[config.mk]
export PLATFORM = sky130hd
export DESIGN_NAME = ctrl_multiciclo
export DESIGN_NICKNAME = d
export VERILOG_FILES = /design/src/rtl/nrisc_pkg.sv /design/src/rtl/ctrl_multiciclo.sv
export SDC_FILE = /design/constraint.sdc
export NUM_CORES = 1
export LEC_CHECK = 0
export CAP_MARGIN = 5
export CORE_ASPECT_RATIO = 1.1
export CORE_MARGIN = 3
export CORE_UTILIZATION = 35
export DETAILED_ROUTE_END_ITERATION = 8
export PLACE_DENSITY = 0.68
export SETUP_SLACK_MARGIN = 0.4
export SLEW_MARGIN = 5
export SYNTH_ARGS = -nofsm -noshare
export SYNTH_HDL_FRONTEND = slang
export SYNTH_SLANG_ARGS = --single-unit
[constraint.sdc]
create_clock -name Clock -period 1.6 [get_ports Clock]
set_input_delay 0.32 -clock Clock [delete_from_list [all_inputs] [get_ports Clock]]
set_output_delay 0.32 -clock Clock [all_outputs]
set_load 0.01 [all_outputs]
[src/rtl/nrisc_pkg.sv]
// Shared definitions for the nRisc multi-cycle control unit: opcodes,
// ALU operation codes, FSM state encoding and the datapath control bundle.
package nrisc_pkg;

  localparam logic [2:0] OP_ADD  = 3'b000;
  localparam logic [2:0] OP_MOVE = 3'b001;
  localparam logic [2:0] OP_SLT  = 3'b010;
  localparam logic [2:0] OP_BEQ  = 3'b011;
  localparam logic [2:0] OP_JUMP = 3'b100;
  localparam logic [2:0] OP_SW   = 3'b101;
  localparam logic [2:0] OP_LW   = 3'b110;
  localparam logic [2:0] OP_HALT = 3'b111;

  localparam logic [1:0] ULA_ADD = 2'b00;
  localparam logic [1:0] ULA_SUB = 2'b01;
  localparam logic [1:0] ULA_SLT = 2'b10;

  typedef enum logic [2:0] {
    ST_START  = 3'd0,
    ST_FETCH  = 3'd1,
    ST_DECODE = 3'd2,
    ST_EXEC   = 3'd3,
    ST_MEM    = 3'd4,
    ST_WB     = 3'd5,
    ST_HALT   = 3'd6
  } state_e;

  typedef struct packed {
    logic       ir_esc;
    logic       mem_to_reg;
    logic       esc_mem;
    logic       ler_mem;
    logic       branch;
    logic       ula_fonte;
    logic       esc_reg;
    logic       jump;
    logic       esc_pc;
    logic       move_reg;
    logic       reg_dest;
    logic [1:0] ula_op;
  } ctrl_t;

endpackage

[src/rtl/ctrl_multiciclo.sv]
// Multi-cycle FSM control unit for the nRisc datapath; every output is
// registered from the next state and the (about to be) latched opcode.
module ctrl_multiciclo
  import nrisc_pkg::*;
#(
  parameter int unsigned OP_W        = 3,
  parameter int unsigned MEM_TIMEOUT = 15
) (
  input  logic            Clock,
  input  logic            ResetN,
  input  logic [OP_W-1:0] OPcode,
  input  logic            MemReady,
  input  logic            Resume,
  output logic            MemToReg,
  output logic            EscMem,
  output logic            LerMem,
  output logic            Branch,
  output logic            ULAFonte,
  output logic            EscReg,
  output logic            Jump,
  output logic            EscPc,
  output logic            MoveReg,
  output logic            RegDest,
  output logic [1:0]      ULAOp,
  output logic            IREsc,
  output logic [2:0]      State,
  output logic            Halted,
  output logic            IllegalOp,
  output logic            MemErr
);

  state_e          state_q, state_d;
  logic [OP_W-1:0] op_q, op_d;
  logic            armed_q, armed_d;
  ctrl_t           ctrl_q, ctrl_d;
  logic            halted_q, halted_d;
  logic            illegal_q, illegal_d;
  logic            mem_err_q, mem_err_d;
  logic            timeout_hit;
  logic [2:0]      op3;
  logic            op_upper_nz;

  // The opcode is taken straight from the port on the DECODE edge so the
  // EXEC outputs registered on that same edge already see it.
  always_comb begin
    op_d = (state_q == ST_DECODE) ? OPcode : op_q;
  end

  assign op3         = op_d[2:0];
  assign op_upper_nz = (op_d >> 3) != '0;
  assign armed_d     = 1'b1;

  always_comb begin
    state_d   = state_q;
    illegal_d = illegal_q;
    mem_err_d = mem_err_q;
    case (state_q)
      ST_START:  if (armed_q) state_d = ST_FETCH;
      ST_FETCH:  state_d = ST_DECODE;
      ST_DECODE: begin
        if (op_upper_nz) begin
          state_d   = ST_HALT;
          illegal_d = 1'b1;
        end else if (op3 == OP_HALT) begin
          state_d = ST_HALT;
        end else begin
          state_d = ST_EXEC;
        end
      end
      ST_EXEC: begin
        case (op3)
          OP_BEQ, OP_JUMP: state_d = ST_FETCH;
          OP_SW, OP_LW:    state_d = ST_MEM;
          default:         state_d = ST_WB;
        endcase
      end
      // Ready is checked before the timeout so a late ready still completes.
      ST_MEM: begin
        if (MemReady) begin
          state_d = (op3 == OP_SW) ? ST_FETCH : ST_WB;
        end else if (timeout_hit) begin
          state_d   = ST_HALT;
          mem_err_d = 1'b1;
        end
      end
      ST_WB:   state_d = ST_FETCH;
      ST_HALT: begin
        if (Resume) begin
          state_d   = ST_FETCH;
          illegal_d = 1'b0;
          mem_err_d = 1'b0;
        end
      end
      default: state_d = ST_START;
    endcase
  end

  assign halted_d = (state_d == ST_HALT);

  always_comb begin
    ctrl_d = '0;
    case (state_d)
      ST_FETCH: begin
        ctrl_d.ir_esc = 1'b1;
        // A store retires on the ready edge, so its PC write lands here.
        if (state_q == ST_MEM) ctrl_d.esc_pc = 1'b1;
      end
      ST_EXEC: begin
        case (op3)
          OP_ADD: begin
            ctrl_d.ula_op    = ULA_ADD;
            ctrl_d.ula_fonte = 1'b1;
          end
          OP_SLT: ctrl_d.ula_op = ULA_SLT;
          OP_BEQ: begin
            ctrl_d.ula_op = ULA_SUB;
            ctrl_d.branch = 1'b1;
            ctrl_d.esc_pc = 1'b1;
          end
          OP_JUMP: begin
            ctrl_d.jump   = 1'b1;
            ctrl_d.esc_pc = 1'b1;
          end
          OP_SW, OP_LW: begin
            ctrl_d.ula_op    = ULA_ADD;
            ctrl_d.ula_fonte = 1'b1;
          end
          default: ;
        endcase
      end
      ST_MEM: begin
        if (op3 == OP_SW) ctrl_d.esc_mem = 1'b1;
        else              ctrl_d.ler_mem = 1'b1;
      end
      ST_WB: begin
        ctrl_d.esc_reg = 1'b1;
        ctrl_d.esc_pc  = 1'b1;
        case (op3)
          OP_ADD, OP_SLT: ctrl_d.reg_dest   = 1'b1;
          OP_MOVE:        ctrl_d.move_reg   = 1'b1;
          OP_LW:          ctrl_d.mem_to_reg = 1'b1;
          default: ;
        endcase
      end
      default: ;
    endcase
  end

  generate
    if (MEM_TIMEOUT > 0) begin : g_timeout
      localparam int unsigned    CW   = $clog2(MEM_TIMEOUT + 1);
      localparam logic [CW-1:0]  LAST = CW'(MEM_TIMEOUT - 1);
      logic [CW-1:0] cnt_q, cnt_d;

      always_comb begin
        cnt_d = (state_q == ST_MEM && state_d == ST_MEM) ? cnt_q + 1'b1 : '0;
      end

      always_ff @(posedge Clock or negedge ResetN) begin
        if (!ResetN) cnt_q <= '0;
        else         cnt_q <= cnt_d;
      end

      assign timeout_hit = (cnt_q == LAST);
    end else begin : g_no_timeout
      assign timeout_hit = 1'b0;
    end
  endgenerate

  // armed_q holds START for one extra edge after reset release.
  always_ff @(posedge Clock or negedge ResetN) begin
    if (!ResetN) begin
      state_q   <= ST_START;
      op_q      <= '0;
      armed_q   <= 1'b0;
      ctrl_q    <= '0;
      halted_q  <= 1'b0;
      illegal_q <= 1'b0;
      mem_err_q <= 1'b0;
    end else begin
      state_q   <= state_d;
      op_q      <= op_d;
      armed_q   <= armed_d;
      ctrl_q    <= ctrl_d;
      halted_q  <= halted_d;
      illegal_q <= illegal_d;
      mem_err_q <= mem_err_d;
    end
  end

  assign IREsc     = ctrl_q.ir_esc;
  assign MemToReg  = ctrl_q.mem_to_reg;
  assign EscMem    = ctrl_q.esc_mem;
  assign LerMem    = ctrl_q.ler_mem;
  assign Branch    = ctrl_q.branch;
  assign ULAFonte  = ctrl_q.ula_fonte;
  assign EscReg    = ctrl_q.esc_reg;
  assign Jump      = ctrl_q.jump;
  assign EscPc     = ctrl_q.esc_pc;
  assign MoveReg   = ctrl_q.move_reg;
  assign RegDest   = ctrl_q.reg_dest;
  assign ULAOp     = ctrl_q.ula_op;
  assign State     = state_q;
  assign Halted    = halted_q;
  assign IllegalOp = illegal_q;
  assign MemErr    = mem_err_q;

endmodule

Word level (Yosys, flattened, before mapping). Cells that the tools add are included.

Bits in registers: 26.

Eq/ne operators: 22. Reduce and logical (&&, ||, !) cells: 9. Mux-type cells: 34. Add/sub/neg operators: 1.

Operator list (count): $eq 3x3->1 const B (10); $mux 3 (7); $pmux 3 s7 (1); $mux 1 (17); $eq 3x2->1 const B (5); $eq 3x1->1 const B (3); $mux 2 (4); $logic_not 3->1 (2); $ne 2x2->1 const B (3); $pmux 3 s2 (1); $reduce_or 2->1 (3); $add 4x1->4 const B (1); $eq 4x4->1 const B (1); $mux 4 (1); $pmux 2 s2 (1); $reduce_and 4->1 (1); $pmux 1 s3 (1); $reduce_or 3->1 (1); $pmux 1 s2 (1); $reduce_bool 2->1 (1); $logic_and 1x1->1 (1).

Longest topological paths before layout. Gate-level depths: netlist of the first run.

Depth after elaboration: 9. Gate-level depth with buffers: 6. Gate-level depth less buffers: 6.

Worst setup path after synthesis of the first run. Ideal clock, no wire load.

Path kind: register to register. Start: register state_q[1] (netlist: State[1]). End: register ctrl_q (netlist bit RegDest). Library setup time: 94 ps. Arrival: 1546 ps. Slack: -40 ps. Buffers on the path: 2. Data required time: 1506 ps. Cell stages (with the launch flop): 7. Path through: dfrtp_1 > buf_4 > or3b_1 > buf_6 > mux2_4 > nor2_2 > nor4b_4.

RTL lines: start: declaration (line ctrl_multiciclo.sv:32) `state_e state_q, state_d;`; start signal: assignment (line ctrl_multiciclo.sv:181) `state_q <= state_d;`; end signal: assignment (line ctrl_multiciclo.sv:184) `ctrl_q <= ctrl_d;`; end: declaration (line ctrl_multiciclo.sv:35) `ctrl_t ctrl_q, ctrl_d;`.

==> run metrics, run 1 <==
Clock Path Buffers=2; total global routing overflow=0; Final min period=1.65 ns; TritonCTS clock tree=built; Yosys warnings=0; f_max=604 MHz; Via density=4.81; CP Data Required Time=1.79 ns; met3 WL post-DR=116 um; Cell Area, Placed=1780 um^2; htree depth=1; synth unique cells=49; FP Rows=23; fin nets=188; fin crit share=103%; LEAKAGE=0.962 nW; area of the multi-input gates=843 um^2; CTS buffer count=3; number of synthesized flops with an enable pin=0; failing checks=setup timing; status=finished, violations left; pwr dens=1870 nW/um^2; r2r setup slk=-0.05 ns; Chip Width=65.5 um; CTS clk-pin slew, worst paths=0.09 ns; dpl hpwl=2250 um; length in cells of the worst reg-to-reg path=5; maximum VDD drop=0.000738 V; Max FO, Critical Path=8; CP peak stage delay=0.47 ns; crit path launch type=register; CTS Sinks=25; Post-Syn Area=1360 um^2; DRC=0; Layout Cell Area excl Fill=2090 um^2; Synth Flop Type=dfrtp_1; max-slew violation count=0; hold buffers post-CTS=0; reg-to-reg endpoint=RegDest$_DFF_PN0_; WL/cell=14.2 um; Critical Path AT=1.84 ns; critical path type=reg2reg; Critical Path End Type=register; Cells after DPL=210; Die Span Y=71.5 um; initial antenna violation count=0; worst skew pair latency=0.27 ns; worst min path class=in2async; Synth Instances=122; uppermost routed layer=met4; final hold slack=0.394 ns; CP cell instances=or3b_4, o2bb2ai_4, nor3_4, buf_4, nor4b_4; starting DRC count in detailed routing=21; count of final hold-check violations=0; detailed-route wire length=3230 um; Crit Reg-Reg Startpoint=State[2]$_DFF_PN0_; number of global-route vias before repair=1,172; most frequent cells in the layout=24 x buf_4, 23 x dfrtp_1, 15 x buf_6, 7 x clkbuf_2, 7 x buf_2; Final Util=56.9%; final setup fails=10; final setup margin=-0.0548 ns; clk_skew=0.00493 ns; sequential-to-total area share from yosys stat=45.9%; First-pass DRT Iterations=4; largest net degree at the start of global routing=26; MaxCap Viol Count=0; GRT Total Usage=14.9%; worst slack at placement=-0.421 ns; metal2 WL=1830 um; Layout area overhead=53.6%; antenna diode count=0; Mapped Nets=131; first-pass GRT wire length=5400 um; core footprint=3680 um^2; Placer Congestion=0.726; filler instances=341; io pins=26; IO buf count=24; Starting Density=37.0%; fraction of registers with async set/reset=100%; share of post-route cells with drive strength above 1=55.6%; fin cells=228; most common cell after layout, fill and taps aside=buf_4; Antenna Nets Post-Route=0; DR vias=1,096; Root Driver=clkbuf_8; Yosys reg bits=25; Avg Cell Area, Syn=11.2 um^2; M1 WL=1230 um; Register Area=628 um^2; Worst path slowest cell=dfrtp_2; RSZ-0062 raised after global routing=yes; die area=4680 um^2
[logic make-up (layout without fill, tap and decap cells)]
| group | count (synthesis) | count (layout) | share of synthesized area [%] |
|---|---|---|---|
| flops | 25 | 25 | 45.9 |
| buf+inv | 10 | 66 | 4.95 |
| other cells | 2 | 2 | 0.551 |
| fa+ha+maj | 2 | 2 | 1.83 |
| xor+xnor | 5 | 5 | 3.21 |
| compound gates | 19 | 19 | 11.3 |
| simple gates | 54 | 54 | 28.1 |
| mux | 5 | 5 | 4.22 |
[state kept, by name, summed over array words and instances, names as in the netlist]
signal / count
g_timeout.cnt_q: 4
RegDest: 1
EscPc: 1
State: 3
EscReg: 1
MoveReg: 1
armed_q: 1
EscMem: 1
LerMem: 1
Jump: 1
MemToReg: 1
MemErr: 1
ULAFonte: 1
Halted: 1
op_q: 3
IREsc: 1
ULAOp: 2
[critical path: cells and delay by family, from the launching register on]
family / cells / cell delay [ns]
buffers and inverters: 1 / 0.16
AOI/OAI and AO/OA: 1 / 0.17
DFF: 1 / 0.47
and+or+nand+nor: 3 / 0.76
[synthesized netlist by cell type (2+ instances only)]
cell | instances | share of area, %
nand3_1 | 2 | 0.73
nor3_1 | 3 | 1.1
o21ai_0 | 2 | 0.73
dfrtp_1 | 25 | 46
nand2b_1 | 3 | 1.4
buf_2 | 3 | 1.1
a21oi_1 | 4 | 1.5
nor2b_1 | 5 | 2.3
xor2_1 | 3 | 1.9
nor2_1 | 8 | 2.2
mux2_2 | 2 | 1.7
nand3b_1 | 3 | 1.7
mux2i_1 | 2 | 1.5
nor3b_1 | 3 | 1.7
nand2_1 | 9 | 2.5
ha_1 | 2 | 1.8
xnor2_1 | 2 | 1.3
or3b_1 | 2 | 1.3
nor4b_2 | 2 | 2.2
buf_4 | 5 | 2.8
conb_1 | 2 | 0.55
o22ai_1 | 2 | 0.92
a31oi_1 | 2 | 0.92
[metrics by stage]
| step | setup TNS, ns | power [W] |
|---|---|---|
| 2_1_floorplan | -0.0384 | 0.00212 |
| 3_3_place_gp | -3.97 | 0.00278 |
| 3_5_place_dp | -4.67 | 0.00284 |
| 4_1_cts | -0.201 | 0.00365 |
| 5_1_grt | -1.26 | 0.00418 |
| 6_report | -0.318 | 0.00391 |
[worst max path at each step]
stage	from	endpoint	cells past startpoint
after floorplan	State[1]$_DFF_PN0_	RegDest$_DFF_PN0_	6
after global placement	OPcode[2]	LerMem$_DFF_PN0_	5
after detailed placement	OPcode[2]	LerMem$_DFF_PN0_	5
after CTS	State[2]$_DFF_PN0_	RegDest$_DFF_PN0_	5
after global routing	State[2]$_DFF_PN0_	LerMem$_DFF_PN0_	5
final	State[2]$_DFF_PN0_	RegDest$_DFF_PN0_	5
[final cells by class]
class	count	area share [%]
Inverter	1	0.179
Multi-Input combinational cell	87	40.3
Tap cell	50	2.99
Clock buffer	3	1.97
Timing Repair Buffer	61	24.3
Sequential cell	25	30.0
Clock inverter	1	0.358
[metal layers]
layer	global-route usage, %	vias to the layer above
met5	0	-
met4	5.30	0
met3	2.35	6
met2	27.7	21
met1	17.1	530
li1	-	539
[repair_timing]
action	in CTS	in global routing
pin swaps	9	7
resized for setup	91	34
setup buffers	8	6
endpoints found under the setup margin	42	37
[report_power, final]
group | internal, W | leakage [nW] | switching [W] | total, W
logic | 0.00143 | 0.610 | 0.00119 | 0.00262
registers | 0.000780 | 0.330 | 0.000129 | 0.000908
clock network | 0.000177 | 0.0217 | 0.000209 | 0.000386
(Power assumes the default switching activity.)
==> inputs of run 2 (changes only) <==
MAX_ROUTING_LAYER = met4   (was unset)
==> run metrics, run 2 (synthesized netlist as in run 1, its figures left out) <==
status=finished, violations left; failing checks=setup timing; TritonCTS clock tree=built; Comb pwr share=70.4%; share of post-route cells with drive strength above 1=59.5%; Critical Path AT=1.92 ns; Net Sw Power=0.00173 W; initial antenna violation count=0; Starting Density=37.0%; Register Area=628 um^2; max-slew violation count=0; fin nets=195; share of power burned in registers=20.6%; Most flops, register=g_timeout.cnt_q; area of the multi-input gates=890 um^2; max reg flops=4; starting DRC count in detailed routing=38; Final min period=1.73 ns; dpl hpwl=2250 um; Layout area overhead=63.2%; MaxCap Viol Count=0; CP Data Required Time=1.79 ns; first-pass GRT wire length=5430 um; Placer Congestion=0.735; worst skew pair latency=0.28 ns; final setup margin=-0.132 ns; Internal=0.00270 W; DR vias=1,150; most frequent cells in the layout=26 x buf_4, 23 x dfrtp_1, 17 x buf_6, 8 x nand2_1; maximum VDD drop=0.000971 V; f_max=577 MHz; switching part of the total=38.9%; clk_skew=0.00395 ns; Clock Path Buffers=2; DRC=0; WL/cell=15.3 um; fin crit share=108%; First-pass DRT Iterations=4; Chip Width=65.5 um; io pins=26; crit path launch type=register; Max FO, Critical Path=8; CTS Sinks=25; hold buffers post-CTS=0; filler instances=320; total global routing overflow=0; clock power share=8.9%; CTS clk-pin slew, worst paths=0.09 ns; pwr dens=1990 nW/um^2; Final Util=60.4%; most common cell after layout, fill and taps aside=buf_4; IO buf count=24; worst slack at placement=-0.421 ns; Die Span Y=71.5 um; Critical Path End Type=register; antenna diode count=0; largest net degree at the start of global routing=26; length in cells of the worst reg-to-reg path=6; detailed-route wire length=3590 um; CTS buffer count=3; Root Driver=clkbuf_8; critical path type=reg2reg; Antenna Nets Post-Route=0; core footprint=3680 um^2; RSZ-0062 raised after global routing=yes; die area=4680 um^2; final setup fails=13; worst min path class=in2async; number of global-route vias before repair=1,174; LEAKAGE=1.01 nW; Via density=4.89; htree depth=1; count of final hold-check violations=0; GRT Total Usage=15.4%; final hold slack=0.400 ns; FP Rows=23
## run 2: cell count changes in the layout (fill, tap and decap cells not counted), sizes merged
cell,delta
o211a,+1
dlymetal6s2s,+1
clkdlybuf4s50,-1
buf,+5
clkbuf,+1
## run 2: layout make-up
type                            instances  area share [%]
Clock buffer                            3            1.85
Clock inverter                          1           0.337
Inverter                                1           0.169
Multi-Input combinational cell         88            40.0
Sequential cell                        25            28.2
Tap cell                               50            2.81
Timing Repair Buffer                   67            26.6
## run 2: power groups by stage
stage	clock [W]	sequential (W)	combinational, W
3_3_place_gp	0	0.000896	0.00188
4_1_cts	0.000400	0.000907	0.00235
6_report	0.000396	0.000915	0.00312
2_1_floorplan	0	0.000942	0.00118
5_1_grt	0.000434	0.000935	0.00332
3_5_place_dp	0	0.000904	0.00193
## run 2: stage by stage
step	TNS (ns)	cells	total power [W]	area (um^2)
2_1_floorplan	-0.0384	122	0.00212	1380
3_5_place_dp	-4.67	210	0.00284	1780
4_1_cts	-0.201	222	0.00365	2010
5_1_grt	-1.60	235	0.00469	2230
6_report	-0.906	235	0.00443	2230
3_3_place_gp	-3.97	210	0.00278	1780
## run 2: what timing repair did
item,CTS,global route
resized for setup,91,43
cloned,0,2
endpoints found under the setup margin,42,37
pin swaps,9,9
setup buffers,8,11
## run 2: worst paths after layout
kind,from,slack [ns],end
hold reg to reg,MemErr$_DFFE_PN0P_,0.55,MemErr$_DFFE_PN0P_
setup / recovery,State[1]$_DFF_PN0_,-0.13,RegDest$_DFF_PN0_
min in group Clock,Resume,0.47,MemErr$_DFFE_PN0P_
setup reg to reg,State[1]$_DFF_PN0_,-0.13,RegDest$_DFF_PN0_
hold / removal,ResetN,0.40,ULAOp[0]$_DFF_PN0_
max in group asynchronous,ResetN,0.93,State[1]$_DFF_PN0_
## run 2: metal layers
layer,track usage [%],wire [um],share of wire [%],vias up
met5,-,0,0,-
met4,5.30,53,1.5,0
met3,2.35,103,2.9,6
met2,27.7,2000,56,20
met1,17.2,1430,40,568
li1,-,-,-,556
## run 2: critical path, cell delays in order (launching register included)
cell,delay [ns]
dfrtp_2,0.46
or3b_1,0.43
a21oi_4,0.18
nor3_4,0.06
buf_6,0.14
buf_4,0.13
nor4b_4,0.23
